**src/rtl/lsu_unit_pkg.sv**
```systemverilog
// lsu_unit_pkg: shared types and fun3 encodings for the load/store unit
package lsu_unit_pkg;
  typedef enum logic [1:0] {
    MEM_SIZE_B = 2'b00,
    MEM_SIZE_H = 2'b01,
    MEM_SIZE_W = 2'b10,
    MEM_SIZE_D = 2'b11
  } mem_size_t;
  typedef enum logic [1:0] {IDLE, ISSUE, WAIT, DONE} lsu_state_t;
  typedef enum logic [1:0] {ERR_NONE, ERR_MISALIGN, ERR_TIMEOUT, ERR_ILLEGAL} lsu_err_t;
  localparam logic [2:0] LOAD_FUN3_LB  = 3'b000;
  localparam logic [2:0] LOAD_FUN3_LH  = 3'b001;
  localparam logic [2:0] LOAD_FUN3_LW  = 3'b010;
  localparam logic [2:0] LOAD_FUN3_LD  = 3'b011;
  localparam logic [2:0] LOAD_FUN3_LBU = 3'b100;
  localparam logic [2:0] LOAD_FUN3_LHU = 3'b101;
  localparam logic [2:0] LOAD_FUN3_LWU = 3'b110;
  localparam logic [2:0] STORE_FUN3_SB = 3'b000;
  localparam logic [2:0] STORE_FUN3_SH = 3'b001;
  localparam logic [2:0] STORE_FUN3_SW = 3'b010;
  localparam logic [2:0] STORE_FUN3_SD = 3'b011;
endpackage

```
**src/rtl/lsu_unit_if.sv**
```systemverilog
// lsu_unit_if: request/response and memory-port bundle; master = core+memory side, slave = lsu_unit
interface lsu_unit_if #(
  parameter int DATA_WIDTH = 32,
  parameter int ADDR_WIDTH = 32
);
  logic                    req_valid;
  logic                    req_ready;
  logic                    req_we;
  logic [2:0]              req_fun3;
  logic [ADDR_WIDTH-1:0]   req_addr;
  logic [DATA_WIDTH-1:0]   req_wdata;
  logic                    resp_valid;
  logic                    resp_ready;
  logic [DATA_WIDTH-1:0]   resp_rdata;
  logic [1:0]              resp_err;
  logic                    mem_req_valid;
  logic                    mem_req_ready;
  logic                    mem_we;
  logic [ADDR_WIDTH-1:0]   mem_addr;
  logic [DATA_WIDTH-1:0]   mem_wdata;
  logic [DATA_WIDTH/8-1:0] mem_wstrb;
  logic                    mem_resp_valid;
  logic [DATA_WIDTH-1:0]   mem_rdata;
  modport master (
    output req_valid, req_we, req_fun3, req_addr, req_wdata, resp_ready,
           mem_req_ready, mem_resp_valid, mem_rdata,
    input  req_ready, resp_valid, resp_rdata, resp_err,
           mem_req_valid, mem_we, mem_addr, mem_wdata, mem_wstrb
  );
  modport slave (
    input  req_valid, req_we, req_fun3, req_addr, req_wdata, resp_ready,
           mem_req_ready, mem_resp_valid, mem_rdata,
    output req_ready, resp_valid, resp_rdata, resp_err,
           mem_req_valid, mem_we, mem_addr, mem_wdata, mem_wstrb
  );
endinterface

```
**src/rtl/lsu_unit_align.sv**
```systemverilog
// lsu_align: combinational fun3 decode, legality/alignment check, store lane/strobe build, load lane extract+extend
module lsu_align
  import lsu_unit_pkg::*;
#(
  parameter int DATA_WIDTH = 32
) (
  input  logic                              we,
  input  logic [2:0]                        fun3,
  input  logic [$clog2(DATA_WIDTH/8)-1:0]   off,
  input  logic [DATA_WIDTH-1:0]             wdata,
  input  logic [DATA_WIDTH-1:0]             rdata,
  output lsu_err_t                          err,
  output logic [DATA_WIDTH/8-1:0]           wstrb,
  output logic [DATA_WIDTH-1:0]             wlane,
  output logic [DATA_WIDTH-1:0]             rext
);
  localparam int NB = DATA_WIDTH / 8;
  localparam int OFF_W = $clog2(NB);
  localparam bit WIDE = DATA_WIDTH == 64;
  mem_size_t size;
  logic [OFF_W-1:0] lo_mask;
  logic illegal, misalign, sgn;
  logic [DATA_WIDTH-1:0] lane;
  assign size = mem_size_t'(fun3[1:0]);
  assign illegal = we ? (fun3[2] || (size == MEM_SIZE_D && !WIDE))
                      : (fun3 == 3'b111 || ((fun3 == LOAD_FUN3_LD || fun3 == LOAD_FUN3_LWU) && !WIDE));
  assign lo_mask = OFF_W'({fun3[1:0] == 2'b11, fun3[1], |fun3[1:0]});
  assign misalign = |(off & lo_mask);
  assign err = illegal ? ERR_ILLEGAL : misalign ? ERR_MISALIGN : ERR_NONE;
  assign wstrb = we ? (NB'(size == MEM_SIZE_B ? 8'h01 : size == MEM_SIZE_H ? 8'h03 :
                           size == MEM_SIZE_W ? 8'h0F : 8'hFF) << off) : '0;
  for (genvar i = 0; i < NB; i++) begin : g_lane
    assign wlane[8*i +: 8] = wdata[{OFF_W'(i) & lo_mask, 3'b000} +: 8];
  end
  assign lane = rdata >> {off, 3'b000};
  assign sgn = !fun3[2];
  assign rext = size == MEM_SIZE_B ? (sgn ? DATA_WIDTH'($signed(lane[7:0]))  : DATA_WIDTH'(lane[7:0]))
              : size == MEM_SIZE_H ? (sgn ? DATA_WIDTH'($signed(lane[15:0])) : DATA_WIDTH'(lane[15:0]))
              : size == MEM_SIZE_W ? (sgn ? DATA_WIDTH'($signed(lane[31:0])) : DATA_WIDTH'(lane[31:0]))
              : lane;
endmodule

```
**src/rtl/lsu_unit.sv**
```systemverilog
// lsu_unit: load/store FSM (clk, rst, bus: req_*/resp_* core side, mem_* registered memory port)
module lsu_unit
  import lsu_unit_pkg::*;
#(
  parameter int DATA_WIDTH     = 32,
  parameter int ADDR_WIDTH     = 32,
  parameter int TIMEOUT_CYCLES = 255
) (
  input logic       clk,
  input logic       rst,
  lsu_unit_if.slave bus
);
  localparam int NB = DATA_WIDTH / 8;
  localparam int OFF_W = $clog2(NB);
  lsu_state_t state, nxt;
  logic we_q;
  logic [2:0] fun3_q;
  logic [OFF_W-1:0] off_q;
  logic [15:0] cnt;
  logic mrv, mwe;
  logic [ADDR_WIDTH-1:0] maddr;
  logic [DATA_WIDTH-1:0] mwdata, rdata_q;
  logic [NB-1:0] mstrb;
  lsu_err_t err_q;
  logic idle, ok, timeout, a_we;
  logic [2:0] a_fun3;
  logic [OFF_W-1:0] a_off;
  lsu_err_t chk_err;
  logic [NB-1:0] strb;
  logic [DATA_WIDTH-1:0] wlane, rext;
  assign idle = state == IDLE;
  assign a_we = idle ? bus.req_we : we_q;
  assign a_fun3 = idle ? bus.req_fun3 : fun3_q;
  assign a_off = idle ? bus.req_addr[OFF_W-1:0] : off_q;
  assign ok = chk_err == ERR_NONE;
  assign timeout = cnt == 16'(TIMEOUT_CYCLES - 1);
  lsu_align #(.DATA_WIDTH(DATA_WIDTH)) u_align (
    .we    (a_we),
    .fun3  (a_fun3),
    .off   (a_off),
    .wdata (bus.req_wdata),
    .rdata (bus.mem_rdata),
    .err   (chk_err),
    .wstrb (strb),
    .wlane (wlane),
    .rext  (rext)
  );
  always_ff @(posedge clk) begin
    if (rst) begin
      state   <= IDLE;
      we_q    <= 1'b0;
      fun3_q  <= '0;
      off_q   <= '0;
      cnt     <= '0;
      mrv     <= 1'b0;
      mwe     <= 1'b0;
      maddr   <= '0;
      mwdata  <= '0;
      mstrb   <= '0;
      rdata_q <= '0;
      err_q   <= ERR_NONE;
    end else begin
      state <= nxt;
      if (idle && bus.req_valid) begin
        we_q    <= bus.req_we;
        fun3_q  <= bus.req_fun3;
        off_q   <= bus.req_addr[OFF_W-1:0];
        mrv     <= ok;
        mwe     <= ok && bus.req_we;
        maddr   <= ok ? {bus.req_addr[ADDR_WIDTH-1:OFF_W], OFF_W'(0)} : '0;
        mwdata  <= ok ? wlane : '0;
        mstrb   <= ok ? strb : '0;
        err_q   <= chk_err;
        rdata_q <= '0;
      end
      if (state == ISSUE && bus.mem_req_ready) begin
        mrv    <= 1'b0;
        mwe    <= 1'b0;
        maddr  <= '0;
        mwdata <= '0;
        mstrb  <= '0;
        cnt    <= '0;
      end
      if (state == WAIT) begin
        cnt <= cnt + 16'd1;
        if (bus.mem_resp_valid || timeout) begin
          err_q   <= bus.mem_resp_valid ? ERR_NONE : ERR_TIMEOUT;
          rdata_q <= (bus.mem_resp_valid && !we_q) ? rext : '0;
        end
      end
      if (state == DONE && bus.resp_ready) begin
        err_q   <= ERR_NONE;
        rdata_q <= '0;
      end
    end
  end
  always_comb begin
    nxt = state == IDLE  ? (bus.req_valid ? (ok ? ISSUE : DONE) : IDLE)
        : state == ISSUE ? (bus.mem_req_ready ? WAIT : ISSUE)
        : state == WAIT  ? ((bus.mem_resp_valid || timeout) ? DONE : WAIT)
        : (bus.resp_ready ? IDLE : DONE);
  end
  always_comb begin
    bus.req_ready     = state == IDLE;
    bus.resp_valid    = state == DONE;
    bus.resp_rdata    = rdata_q;
    bus.resp_err      = err_q;
    bus.mem_req_valid = mrv;
    bus.mem_we        = mwe;
    bus.mem_addr      = maddr;
    bus.mem_wdata     = mwdata;
    bus.mem_wstrb     = mstrb;
  end
endmodule
```
**src/flat_wrapper.sv**
```systemverilog
// flat-port wrapper written by rule: the top's interface ports become plain ports
module lsu_unit_flat import lsu_unit_pkg::*;
#(
  parameter int DATA_WIDTH     = 32,
  parameter int ADDR_WIDTH     = 32,
  parameter int TIMEOUT_CYCLES = 255
)
  (clk, rst, bus_req_valid, bus_req_we, bus_req_fun3, bus_req_addr, bus_req_wdata, bus_resp_ready, bus_mem_req_ready, bus_mem_resp_valid, bus_mem_rdata, bus_req_ready, bus_resp_valid, bus_resp_rdata, bus_resp_err, bus_mem_req_valid, bus_mem_we, bus_mem_addr, bus_mem_wdata, bus_mem_wstrb);
  lsu_unit_if #(.DATA_WIDTH(DATA_WIDTH), .ADDR_WIDTH(ADDR_WIDTH)) bus_i ();
  input logic clk;
  input logic rst;
  input wire logic [$bits(bus_i.req_valid)-1:0] bus_req_valid;
  input wire logic [$bits(bus_i.req_we)-1:0] bus_req_we;
  input wire logic [$bits(bus_i.req_fun3)-1:0] bus_req_fun3;
  input wire logic [$bits(bus_i.req_addr)-1:0] bus_req_addr;
  input wire logic [$bits(bus_i.req_wdata)-1:0] bus_req_wdata;
  input wire logic [$bits(bus_i.resp_ready)-1:0] bus_resp_ready;
  input wire logic [$bits(bus_i.mem_req_ready)-1:0] bus_mem_req_ready;
  input wire logic [$bits(bus_i.mem_resp_valid)-1:0] bus_mem_resp_valid;
  input wire logic [$bits(bus_i.mem_rdata)-1:0] bus_mem_rdata;
  output wire logic [$bits(bus_i.req_ready)-1:0] bus_req_ready;
  output wire logic [$bits(bus_i.resp_valid)-1:0] bus_resp_valid;
  output wire logic [$bits(bus_i.resp_rdata)-1:0] bus_resp_rdata;
  output wire logic [$bits(bus_i.resp_err)-1:0] bus_resp_err;
  output wire logic [$bits(bus_i.mem_req_valid)-1:0] bus_mem_req_valid;
  output wire logic [$bits(bus_i.mem_we)-1:0] bus_mem_we;
  output wire logic [$bits(bus_i.mem_addr)-1:0] bus_mem_addr;
  output wire logic [$bits(bus_i.mem_wdata)-1:0] bus_mem_wdata;
  output wire logic [$bits(bus_i.mem_wstrb)-1:0] bus_mem_wstrb;
  assign bus_i.req_valid = bus_req_valid;
  assign bus_i.req_we = bus_req_we;
  assign bus_i.req_fun3 = bus_req_fun3;
  assign bus_i.req_addr = bus_req_addr;
  assign bus_i.req_wdata = bus_req_wdata;
  assign bus_i.resp_ready = bus_resp_ready;
  assign bus_i.mem_req_ready = bus_mem_req_ready;
  assign bus_i.mem_resp_valid = bus_mem_resp_valid;
  assign bus_i.mem_rdata = bus_mem_rdata;
  assign bus_req_ready = bus_i.req_ready;
  assign bus_resp_valid = bus_i.resp_valid;
  assign bus_resp_rdata = bus_i.resp_rdata;
  assign bus_resp_err = bus_i.resp_err;
  assign bus_mem_req_valid = bus_i.mem_req_valid;
  assign bus_mem_we = bus_i.mem_we;
  assign bus_mem_addr = bus_i.mem_addr;
  assign bus_mem_wdata = bus_i.mem_wdata;
  assign bus_mem_wstrb = bus_i.mem_wstrb;
  lsu_unit #(.DATA_WIDTH(DATA_WIDTH), .ADDR_WIDTH(ADDR_WIDTH), .TIMEOUT_CYCLES(TIMEOUT_CYCLES)) u_core (.clk(clk), .rst(rst), .bus(bus_i));
endmodule
```
**config.mk**
```make
export PLATFORM = sky130hd
export DESIGN_NAME = lsu_unit_flat
export DESIGN_NICKNAME = d
export VERILOG_FILES = /design/src/rtl/lsu_unit_pkg.sv /design/src/rtl/lsu_unit_if.sv /design/src/rtl/lsu_unit_align.sv /design/src/rtl/lsu_unit.sv /design/src/flat_wrapper.sv
export SDC_FILE = /design/constraint.sdc
export NUM_CORES = 1
export LEC_CHECK = 0
export BUFFER_PORTS_ARGS = -buffer_cell sky130_fd_sc_hd__buf_4
export CAP_MARGIN = 5
export CORE_MARGIN = 2
export CORE_UTILIZATION = 30
export DETAILED_ROUTE_END_ITERATION = 7
export PLACE_DENSITY = 0.58
export SKIP_CTS_REPAIR_TIMING = 1
export SLEW_MARGIN = 40
export SYNTH_ARGS = -nofsm -noshare
export SYNTH_HDL_FRONTEND = slang
export SYNTH_SLANG_ARGS = --single-unit
```
**constraint.sdc**
```tcl
create_clock -name clk -period 3.8 [get_ports clk]
set_clock_uncertainty 0.05 [all_clocks]
set_input_delay 0.19 -clock clk [delete_from_list [all_inputs] [get_ports clk]]
set_output_delay 0.19 -clock clk [all_outputs]
set_load 0.005 [all_outputs]
```
==> metrics.md, run 1 <==
| Metric | Value |
|---|---|
| Status | `complete, but fails checks` |
| Violated checks | `negative hold slack` |
| Data required time of the worst path | `4.09 ns` |
| Core outline area | `18900 um2` |
| Post-route core utilization | `0.448` |
| Number of synthesized register bits | `126` |
| Top cell type by total area after synthesis | `sky130_fd_sc_hd__dfxtp_1` |
| Clock sink total | `126` |
| Number of global-route vias before repair | `5419` |
| Area growth from synthesis to final layout | `45.4%` |
| Worst slew slack as a fraction of its limit | `0.477` |
| Detailed-route wire length per cell | `16.4 um` |
| Share of layout cells above drive strength 1 | `0.290` |
| Remaining global-route overflow | `0` |
| Final GP Congestion | `0.808` |
| Worst hold slack across all endpoints | `-0.0174 ns` |
| Boundary pin count | `212` |
| Most used cells in the layout excluding fill and tap cells | `sky130_fd_sc_hd__buf_4 (221), sky130_fd_sc_hd__dfxtp_1 (126), sky130_fd_sc_hd__nand2_1 (107)` |
| Final cell count without fillers | `1197` |
| Crit path arrival time | `3.43 ns` |
| Die Footprint | `20500 um2` |
| Clock Latency Late Sink | `0.42 ns` |
| Number of flops mapped to enable cells by yosys | `0` |
| Final worst-path cycle share | `0.827` |
| Most instantiated flip-flop cell in the synthesis netlist | `sky130_fd_sc_hd__dfxtp_1` |
| Number of buffers added by the clock tree synthesis step | `17` |
| Y dimension of the die | `143 um` |
| Filler instances | `1941` |
| Initial standard-cell utilization of the core | `0.308` |
| Unrepaired setup endpoints after global routing | `no` |
| Total track usage | `0.184` |
| Leakage power total | `3.50 nW` |
| Sequential-to-total area share from yosys stat | `0.433` |
| Count of cell types in the netlist | `51` |
| Summed negative setup slack over all endpoints | `0 ns` |
| Share of flip-flops with an asynchronous set or reset after synthesis | `0` |
| Endpoint class of the critical path | `register` |
| Initial DRC Count | `253` |
| Sum of routed wire length over all layers | `19600 um` |
| Max H-tree Level | `4` |
| Mapped Area | `5820 um2` |
| Cell at the root of the clock tree | `sky130_fd_sc_hd__clkbuf_16` |
| Final setup violation count | `0` |
| Pin count of the biggest net entering global routing | `94` |
| Clk buf depth | `2` |
| Die width | `143 um` |
| Cell types occupying the most area after synthesis | `sky130_fd_sc_hd__dfxtp_1 (43%), sky130_fd_sc_hd__a21oi_1 (8.3%), sky130_fd_sc_hd__nand2_1 (7.0%)` |
| Max Fanout on Critical Path | `18` |
| Ratio of routed vias to standard cells | `4.99` |
| Endpoints failing hold | `3` |
| Detailed Routing Iterations Pass 1 | `5` |
| Syn. warnings | `0` |
| Inst Count DP | `1139` |
| First-pass GRT wire length | `29700 um` |
| Number of antenna violations at the first check in global routing | `0` |
| # DRC | `0` |
| Peak clock frequency supported by timing | `318 MHz` |
| Type of the tightest min-delay check | `in -> reg` |
| Post-route minimum period | `3.14 ns` |
| Actual slew at the worst max-slew pin | `0.782 ns` |
| Post-detailed-placement half-perimeter wirelength | `13900 um` |
| Number of antenna diodes | `0` |
| Critical path class | `reg -> reg` |
| Commonest non-fill, non-tap cell in the layout | `sky130_fd_sc_hd__buf_4` |
| Kind of launch point of the worst setup path | `register` |
| IO buf count | `209` |
| Clock transition time at the flip-flop clock pins of the worst setup and hold paths | `0.06 ns` |
| TritonCTS clock tree | `done` |
| Antenna viol nets, final | `0` |
| Power density relative to cell area | `522 nW/um2` |
| Per-instance average area after synthesis | `8.17 um2` |
| Total number of placement rows | `50` |
| Count of nets after finishing | `1032` |
| Cell count after synthesis | `713` |
| Highest ir drop seen on vdd | `0.393 mV` |
| Number of max-cap violations | `0` |
| Total count of max-transition violations in the final report | `0` |
| Proportion of netlist area held by the largest area contributor | `0.433` |
| Vias | `5974` |
[state kept, by name, indices dropped and copies added (netlist names)]
register / cells
u_core.we_q: 1
u_core.fun3_q: 3
u_core.bus.mem_wdata: 32
u_core.bus.resp_err: 2
u_core.bus.mem_req_valid: 1
u_core.off_q: 2
u_core.bus.mem_addr: 30
u_core.bus.mem_we: 1
u_core.cnt: 16
u_core.bus.mem_wstrb: 4
u_core.bus.resp_rdata: 32
u_core.state: 2
[synthesized netlist by cell type, types with 2 or more instances]
| cell | number |
|---|---|
| sky130_fd_sc_hd__nand3_1 | 49 |
| sky130_fd_sc_hd__a21o_1 | 4 |
| sky130_fd_sc_hd__nand4_1 | 4 |
| sky130_fd_sc_hd__nor4_1 | 5 |
| sky130_fd_sc_hd__o21ai_0 | 11 |
| sky130_fd_sc_hd__nor4b_1 | 2 |
| sky130_fd_sc_hd__mux2i_1 | 26 |
| sky130_fd_sc_hd__a221oi_1 | 9 |
| sky130_fd_sc_hd__nor3_1 | 22 |
| sky130_fd_sc_hd__nand2b_1 | 7 |
| sky130_fd_sc_hd__mux2_1 | 18 |
| sky130_fd_sc_hd__mux4_2 | 7 |
| sky130_fd_sc_hd__a311oi_1 | 3 |
| sky130_fd_sc_hd__inv_1 | 5 |
| sky130_fd_sc_hd__or4_1 | 2 |
| sky130_fd_sc_hd__nand2_1 | 108 |
| sky130_fd_sc_hd__and4_1 | 5 |
| sky130_fd_sc_hd__dfxtp_1 | 126 |
| sky130_fd_sc_hd__and3_1 | 3 |
| sky130_fd_sc_hd__o21a_1 | 2 |
| sky130_fd_sc_hd__nor2b_1 | 3 |
| sky130_fd_sc_hd__nor2_1 | 63 |
| sky130_fd_sc_hd__clkbuf_1 | 46 |
| sky130_fd_sc_hd__a31oi_1 | 7 |
| sky130_fd_sc_hd__a21oi_1 | 97 |
| sky130_fd_sc_hd__buf_4 | 2 |
| sky130_fd_sc_hd__buf_2 | 8 |
| sky130_fd_sc_hd__o21ai_1 | 26 |
| sky130_fd_sc_hd__a211oi_1 | 3 |
| sky130_fd_sc_hd__ha_1 | 2 |
| sky130_fd_sc_hd__a22oi_1 | 18 |
[where the power goes]
group          switching [mW]  internal (mW)  total, mW
Sequential             0.0729           1.44       1.51
Clock                   0.654          0.912       1.57
Combinational           0.771          0.571       1.34
[logic make-up (layout without fill, tap and decap cells)]
kind of cell	count (synthesis)	in the layout	synth area share
and+or+nand+nor	279	279	0.216
AOI/OAI and AO/OA	187	187	0.186
DFF	126	126	0.433
buffers and inverters	64	287	0.0456
muxes	53	53	0.112
adders and majority gates	2	2	0.00430
other	1	2	0.000644
xor gates and xnor gates	1	1	0.00150
[cell type report]
type,count,area [um2],share of cell area
Sequential cell,126,2520,0.298
Tap cell,260,325,0.0384
Clock buffer,18,429,0.0507
Timing Repair Buffer,249,1950,0.230
Clock inverter,14,135,0.0160
Multi-Input combinational cell,524,3080,0.364
Inverter,6,22.5,0.00266
[worst max-delay path, stage by stage, from the launching register on]
cell                        delay (ns)
sky130_fd_sc_hd__dfxtp_1          0.30
sky130_fd_sc_hd__or2_2            0.42
sky130_fd_sc_hd__inv_2            0.30
sky130_fd_sc_hd__mux2i_4          0.46
sky130_fd_sc_hd__buf_4            0.32
sky130_fd_sc_hd__mux2i_1          0.13
sky130_fd_sc_hd__o21ai_1          0.18
sky130_fd_sc_hd__nand4bb_1        0.58
sky130_fd_sc_hd__o21ai_1          0.32
[metal layers]
metal,vias to the layer above,wire [um],global-route usage
li1,2972,-,-
met1,2789,8670,0.241
met2,197,9080,0.290
met3,16,1640,0.0710
met4,0,202,0.0397
met5,-,0,0
[per-stage QoR]
stage	worst slack, ns	cell area [um2]	total power [mW]
3_3_place_gp	0.638	7640	2.87
3_5_place_dp	0.627	7640	2.87
2_1_floorplan	1.31	5830	2.34
4_1_cts	0.609	8210	4.46
5_1_grt	0.352	8470	4.68
6_report	0.659	8470	4.42
[worst paths after layout]
check | start | depth (start not counted) | to | slack [ns]
hold reg to reg | u_core.bus.resp_rdata[30] | 2 | u_core.bus.resp_rdata[30] | 0.40
hold / removal | bus_req_addr[24] | 3 | u_core.bus.mem_addr[24] | -0.02
setup reg to reg | u_core.state[0] | 8 | u_core.bus.resp_rdata[18] | 0.66
setup / recovery | u_core.state[0] | 8 | u_core.bus.resp_rdata[18] | 0.66
Note: power is estimated with default switching activity, not from simulation.
==> run 2, diff against run 1 <==
Settings changed: ABC_AREA set to 1, PLACE_DENSITY 0.58 to 0.59.
Clock period 3.8 ns to 2.6 ns, I/O delays scaled along.
==> run 2 against run 1 <==
  * The run still ends with negative hold slack left
  * Synthesized cell count increased by 31%
  * Sequential power up 62%
  * Via count increased by 13%
  * Clock-buffer cell count shrank 1
  * Area after synthesis increased by 5.2%
  * Sequential share of layout area decreased by 1.7 points
  * Global-route usage barely moved
  * Setup slack worse by 0.35 ns
  * Power grew 99%
  * Cell count increased by 21%
  * Largest power group is now combinational cells
==> metrics.md, run 2 <==
| Metric | Value |
|---|---|
| Top cell types by occurrence after synthesis | `sky130_fd_sc_hd__nand2_1 (345), sky130_fd_sc_hd__dfxtp_1 (126), sky130_fd_sc_hd__a21oi_1 (116), sky130_fd_sc_hd__nor2_1 (90), sky130_fd_sc_hd__nand3_1 (58)` |
| Number of synthesized register bits | `126 (unchanged)` |
| Status | `complete, but fails checks` |
| Max H-tree Level | `4 (unchanged)` |
| Count of cell types in the netlist | `38 (-25%)` |
| Cell types occupying the most area after synthesis | `sky130_fd_sc_hd__dfxtp_1 (41%), sky130_fd_sc_hd__nand2_1 (21%), sky130_fd_sc_hd__a21oi_1 (9.5%)` |
| First-pass GRT wire length | `31800 um (+7.1%)` |
| Pin count of the biggest net entering global routing | `108 (+15%)` |
| Most used cells in the layout excluding fill and tap cells | `sky130_fd_sc_hd__nand2_1 (343), sky130_fd_sc_hd__buf_4 (222), sky130_fd_sc_hd__dfxtp_1 (126)` |
| Sw Ratio | `0.403 (+0.0637)` |
| Syn. warnings | `0 (unchanged)` |
| Final setup violation count | `0 (unchanged)` |
| Data required time of the worst path | `2.84 ns (-1.25 ns)` |
| Filler instances | `2114 (+8.9%)` |
| Initial standard-cell utilization of the core | `0.305 (-0.00351)` |
| Number of antenna diodes | `0 (unchanged)` |
| Mapped Area | `6130 um2 (+5.2%)` |
| Vias | `6735 (+13%)` |
| Number of global-route vias before repair | `6045 (+12%)` |
| Antenna viol nets, final | `0 (unchanged)` |
| Final instance area | `8980 um2 (+6.0%)` |
| Post-route minimum period | `2.29 ns (-0.850 ns)` |
| Clock transition time at the flip-flop clock pins of the worst setup and hold paths | `0.06 ns (about the same)` |
| Boundary pin count | `212 (unchanged)` |
| Final cell count without fillers | `1446 (+21%)` |
| Largest stage delay on the critical path | `0.50 ns (-0.08 ns)` |
| Clock sink total | `126 (unchanged)` |
| Summed negative setup slack over all endpoints | `0 ns (unchanged)` |
| Most common cell in the netlist | `sky130_fd_sc_hd__nand2_1` |
| Final worst-path cycle share | `0.881 (+0.0545)` |
| # DRC | `0 (unchanged)` |
| Area growth from synthesis to final layout | `46.5%` |
| Peak clock frequency supported by timing | `437 MHz (+37%)` |
| Power density relative to cell area | `981 nW/um2 (+88%)` |
| Flop2flop setup slack | `0.31 ns (-0.35 ns)` |
| Y dimension of the die | `147 um (+2.5%)` |
| Sequential-to-total area share from yosys stat | `0.412 (-0.0214)` |
| Detailed-route wire length per cell | `14.4 um (-12%)` |
| Worst slew slack as a fraction of its limit | `0.605 (+0.128)` |
| Post-detailed-placement half-perimeter wirelength | `14600 um (+5.3%)` |
| Worst hold slack across all endpoints | `-0.000843 ns (+0.0165 ns)` |
| Per-instance average area after synthesis | `6.57 um2 (-20%)` |
| Number of flops mapped to enable cells by yosys | `0 (unchanged)` |
| Overall power consumption | `8.80 mW (+99%)` |
| Startpoint of the most critical register-to-register path | `u_core.state[1]` |
| Max Fanout on Critical Path | `16 (-2)` |
| IO buf count | `209 (unchanged)` |
| Type of the tightest min-delay check | `in -> reg` |
| Die Footprint | `21600 um2 (+5.1%)` |
| Initial DRC Count | `474 (+87%)` |
| Most instantiated flip-flop cell in the synthesis netlist | `sky130_fd_sc_hd__dfxtp_1` |
| Number of max-cap violations | `0 (unchanged)` |
| Cell seen most often among critical-path stages | `sky130_fd_sc_hd__nor2_1` |
| Post-placement cell area | `7910 um2 (+3.5%)` |
| Clk buf depth | `2 (unchanged)` |
| Share of layout cells above drive strength 1 | `0.240 (-0.0505)` |
| Cell at the root of the clock tree | `sky130_fd_sc_hd__clkbuf_16` |
| Share of total power in sequential cells | `0.278 (-0.064)` |
| Number of buffers added by the clock tree synthesis step | `17 (unchanged)` |
| Detailed Routing Iterations Pass 1 | `5 (unchanged)` |
| Total track usage | `0.184 (-0.000363)` |
| Proportion of netlist area held by the largest area contributor | `0.412 (-0.0214)` |
| Inst Count DP | `1371 (+20%)` |
| Worst hold path startpoint | `bus_req_addr[0]` |
| Top cell type by total area after synthesis | `sky130_fd_sc_hd__dfxtp_1` |
| Critical path class | `reg -> reg` |
| Worst path setup slack after routing | `0.309 ns (-0.350 ns)` |
| Die width | `147 um (+2.5%)` |
| Kind of launch point of the worst setup path | `register` |
| Library cell contributing the largest single delay on the critical path | `sky130_fd_sc_hd__o21ai_2` |
| Commonest non-fill, non-tap cell in the layout | `sky130_fd_sc_hd__nand2_1` |
| Cell count after synthesis | `932 (+31%)` |
| Proportion of power drawn by the clock network | `0.293 (-0.061)` |
| Total count of max-transition violations in the final report | `0 (unchanged)` |
| Top cell family by delay on the critical path | `simple AND/OR/NAND/NOR gates` |
| TritonCTS clock tree | `done` |
| Sum of routed wire length over all layers | `20800 um (+6.3%)` |
| Endpoints failing hold | `1 (-2)` |
| Total number of placement rows | `52 (+4.0%)` |
| Final GP Congestion | `0.917 (+13%)` |
| Critical-path cell list | `nor2_4, o21ai_2, nand3_1, nand3_1, nand2_2, nand2_2, nor2_1, nor2_1, nor2_1` |
| Combinational fraction of design power | `0.429 (+0.125)` |
| Internal Pwr Total | `5.26 mW (+80%)` |
| Unrepaired setup endpoints after global routing | `no` |
| Leakage power total | `3.95 nW (+13%)` |
| Ratio of routed vias to standard cells | `4.66 (-6.7%)` |
| Clock Latency Late Sink | `0.41 ns (about the same)` |
| Number of antenna violations at the first check in global routing | `0 (unchanged)` |
| Crit path arrival time | `2.53 ns (-0.90 ns)` |
| Share of flip-flops with an asynchronous set or reset after synthesis | `0 (unchanged)` |
| Post-route core utilization | `0.446 (-0.00173)` |
| Violated checks | `negative hold slack` |
| Actual slew at the worst max-slew pin | `0.592 ns (-0.190 ns)` |
| Remaining global-route overflow | `0 (unchanged)` |
| Crit path launch | `u_core.state[1]` |
| Count of nets after finishing | `1271 (+23%)` |
| Endpoint class of the critical path | `register` |
| Highest ir drop seen on vdd | `0.670 mV (+70%)` |
| Core outline area | `20100 um2 (+6.4%)` |
| Pre-CTS worst setup slack | `0.322 ns (-0.306 ns)` |
| Crit path buffers/inverters | `0 (-2)` |
| Psw | `3.55 mW (+140%)` |
[run 2: changes by cell type after synthesis, sizes merged, moves of 10 or more]
cell,change
mux2i,-27
nor2,+29
o21ai,+11
nor3,-18
inv,+33
buf,+19
nand2,+246
clkbuf,-19
nand3,+10
a21oi,+18
a22oi,-16
mux2,-19
[run 2: final cells by class]
class                           instances  area [um2]  share of cell area
Sequential cell                       126        2520               0.281
Tap cell                              270         338              0.0376
Timing Repair Buffer                  269        2180               0.243
Clock buffer                           17         425              0.0474
Clock inverter                         15         206              0.0230
Multi-Input combinational cell        709        3150               0.351
Inverter                               40         153              0.0170
[run 2: power by group through the flow]
stage | Clock (mW) | Sequential [mW] | Combinational (mW)
after CTS | 2.62 | 2.45 | 3.74
after detailed placement | 0 | 2.49 | 3.72
after global routing | 2.71 | 2.49 | 4.21
final | 2.58 | 2.45 | 3.77
after floorplan | 0 | 2.48 | 2.48
after global placement | 0 | 2.48 | 3.72
[run 2: cells by family after synthesis]
family          after synthesis  share of synthesized area
simple gates                515                      0.339
compound gates              189                      0.167
flops                       126                      0.412
buf+inv                      98                     0.0762
fa+ha+maj                     2                    0.00408
xor+xnor                      1                    0.00143
other cells                   1                   0.000612
[run 2: path summary, 6_finish.rpt]
kind	to	cells past startpoint
max	u_core.bus.resp_rdata[19]	9
min	u_core.off_q[0]	3
max reg2reg	u_core.bus.resp_rdata[19]	9
min reg2reg	u_core.bus.mem_wdata[9]	2
[run 2: worst register-to-register path, delay by kind of cell, from the launching register on]
family | cells | cell delay [ns]
AOI/OAI and AO/OA | 1 | 0.50
DFF | 1 | 0.47
and+or+nand+nor | 8 | 1.16
[run 2: layer usage]
layer	share of wire	GRT usage	wire length, um
met2	0.47	0.285	9780
met1	0.43	0.242	9040
met3	0.074	0.0578	1540
met4	0.023	0.0659	469
met5	0	0	0
==> run 3, diff against run 2 <==
Settings changed: CORE_UTILIZATION 30 to 35, PLACE_DENSITY 0.59 to 0.67.
==> run 3 against run 2 <==
  * The flow still finishes with violations (negative hold slack)
  * Non-clock buffer count up 4
  * Fmax up 2.0%
  * First-iteration DRC count down 14%
  * Routed wire length down 2.4%
  * Sequential share of layout area up 0.23 points
  * Utilization up 7.2 points
  * Die area down 14%
  * Power down 1.9%
  * Highest routed layer unchanged
==> metrics.md, run 3 (synthesis results as in run 2) <==
| Metric | Value |
|---|---|
| Status | `complete, but fails checks` |
| Violated checks | `negative hold slack` |
| Clk buf depth | `2 (unchanged)` |
| Pin count of the biggest net entering global routing | `108 (unchanged)` |
| Summed negative setup slack over all endpoints | `0 ns (unchanged)` |
| Core outline area | `17200 um2 (-15%)` |
| Number of antenna violations at the first check in global routing | `0 (unchanged)` |
| Initial DRC Count | `407 (-14%)` |
| Power density relative to cell area | `970 nW/um2 (-1.1%)` |
| Ratio of routed vias to standard cells | `4.84 (+4.0%)` |
| Final worst-path cycle share | `0.864 (-0.0171)` |
| TritonCTS clock tree | `done` |
| Number of antenna diodes | `0 (unchanged)` |
| Actual slew at the worst max-slew pin | `0.543 ns (-0.0490 ns)` |
| Largest stage delay on the critical path | `0.46 ns (-0.04 ns)` |
| Type of the tightest min-delay check | `in -> reg` |
| Most used cells in the layout excluding fill and tap cells | `sky130_fd_sc_hd__nand2_1 (343), sky130_fd_sc_hd__buf_4 (227), sky130_fd_sc_hd__dfxtp_1 (126)` |
| # DRC | `0 (unchanged)` |
| Max Fanout on Critical Path | `36 (+20)` |
| Crit path buffers/inverters | `3 (+3)` |
| Final GP Congestion | `0.959 (+4.5%)` |
| Number of max-cap violations | `0 (unchanged)` |
| Die Footprint | `18600 um2 (-14%)` |
| Clock transition time at the flip-flop clock pins of the worst setup and hold paths | `0.06 ns (about the same)` |
| Endpoint class of the critical path | `register` |
| Number of buffers added by the clock tree synthesis step | `17 (unchanged)` |
| Total count of max-transition violations in the final report | `0 (unchanged)` |
| Cell at the root of the clock tree | `sky130_fd_sc_hd__clkbuf_16` |
| Antenna viol nets, final | `0 (unchanged)` |
| Worst hold slack across all endpoints | `-0.00566 ns (-0.00482 ns)` |
| Critical-path cell list | `nor2_4, buf_4, nand2_1, nand2_1, nand2_1, nand2_1, o21ai_2, nand3_2, inv_4, buf_4, nand2_1, a21oi_1` |
| Number of global-route vias before repair | `5995 (-0.83%)` |
| Share of layout cells above drive strength 1 | `0.242 (+0.00173)` |
| Initial standard-cell utilization of the core | `0.357 (+0.0519)` |
| Total track usage | `0.211 (+0.0277)` |
| Data required time of the worst path | `2.90 ns (+0.06 ns)` |
| Die width | `136 um (-7.2%)` |
| Critical path class | `reg -> reg` |
| Unrepaired setup endpoints after global routing | `no` |
| Total number of placement rows | `48 (-7.7%)` |
| Worst slew slack as a fraction of its limit | `0.638 (+0.0327)` |
| Post-detailed-placement half-perimeter wirelength | `14100 um (-3.5%)` |
| Kind of launch point of the worst setup path | `register` |
| Top cell family by delay on the critical path | `buffers and inverters` |
| Detailed Routing Iterations Pass 1 | `5 (unchanged)` |
| Count of nets after finishing | `1275 (+0.31%)` |
| Filler instances | `1722 (-19%)` |
| Leakage power total | `3.95 nW (about the same)` |
| Clock Latency Late Sink | `0.42 ns (about the same)` |
| Highest ir drop seen on vdd | `0.489 mV (-27%)` |
| Library cell contributing the largest single delay on the critical path | `sky130_fd_sc_hd__dfxtp_1` |
| Sum of routed wire length over all layers | `20300 um (-2.4%)` |
| Endpoints failing hold | `1 (unchanged)` |
| Final setup violation count | `0 (unchanged)` |
| Clock sink total | `126 (unchanged)` |
| Post-route minimum period | `2.25 ns (-0.0443 ns)` |
| Y dimension of the die | `136 um (-7.2%)` |
| IO buf count | `209 (unchanged)` |
| Area growth from synthesis to final layout | `45.3%` |
| Boundary pin count | `212 (unchanged)` |
| Remaining global-route overflow | `0 (unchanged)` |
| Commonest non-fill, non-tap cell in the layout | `sky130_fd_sc_hd__nand2_1` |
| Peak clock frequency supported by timing | `445 MHz (+2.0%)` |
| Max H-tree Level | `4 (unchanged)` |
| Crit path arrival time | `2.55 ns (+0.02 ns)` |
| First-pass GRT wire length | `30800 um (-3.1%)` |
| Cell seen most often among critical-path stages | `sky130_fd_sc_hd__nand2_1` |
| Detailed-route wire length per cell | `14.5 um (+0.47%)` |
| Vias | `6805 (+1.0%)` |
==> run 3: cell types whose count changed in the layout (fill, tap and decap cells not counted), sizes merged <==
cell / delta
buf: +3
bufinv: -2
clkinv: +2
clkinvlp: -1
dlygate4sd3: +1
inv: +1
==> run 3: layout make-up <==
class	instances	area (um2)	share of cell area
Clock inverter	15	176	0.0198
Timing Repair Buffer	273	2180	0.245
Sequential cell	126	2520	0.283
Clock buffer	17	425	0.0478
Inverter	40	153	0.0171
Multi-Input combinational cell	709	3160	0.355
Tap cell	225	282	0.0316
==> run 3: worst paths after layout <==
path                             endpoint  slack, ns  cells past startpoint               startpoint
setup / recovery  u_core.bus.mem_wdata[2]       0.35                     12          u_core.state[1]
hold / removal            u_core.off_q[0]     -0.006                      3          bus_req_addr[0]
setup reg to reg  u_core.bus.mem_wdata[2]       0.35                     12          u_core.state[1]
hold reg to reg   u_core.bus.mem_wdata[8]       0.42                      2  u_core.bus.mem_wdata[8]
==> run 3: where the power goes <==
group | total (mW) | leakage [nW] | internal, mW | switching, mW
Combinational | 3.77 | 2.63 | 1.38 | 2.38
Clock | 2.42 | 0.296 | 1.44 | 0.973
Sequential | 2.45 | 1.02 | 2.25 | 0.200
Total | 8.64 | 3.95 | 5.08 | 3.56
==> run 3: layer usage <==
metal / vias up / track usage / routed length, um
met4: 0 / 0.0735 / 380
met3: 25 / 0.0634 / 1330
met1: 3057 / 0.280 / 9020
met5: - / 0 / 0
met2: 235 / 0.327 / 9610
li1: 3488 / - / -
==> run 3: tightest hold or removal path: stages <==
cell and delay [ns]:
sky130_fd_sc_hd__buf_4 0.10, sky130_fd_sc_hd__o21ai_0 0.08, sky130_fd_sc_hd__a21oi_1 0.12
==> run 3: metrics by stage <==
stage | utilization | setup WS [ns] | instances | power, mW | area [um2]
2_1_floorplan | - | 0.951 | 933 | 4.96 | 6130
3_3_place_gp | 0.456 | 0.322 | 1326 | 6.11 | 7830
3_5_place_dp | 0.456 | 0.254 | 1326 | 6.12 | 7830
4_1_cts | 0.491 | 0.255 | 1358 | 8.56 | 8430
5_1_grt | 0.518 | 0.0870 | 1405 | 9.29 | 8900
6_report | 0.518 | 0.354 | 1405 | 8.64 | 8900
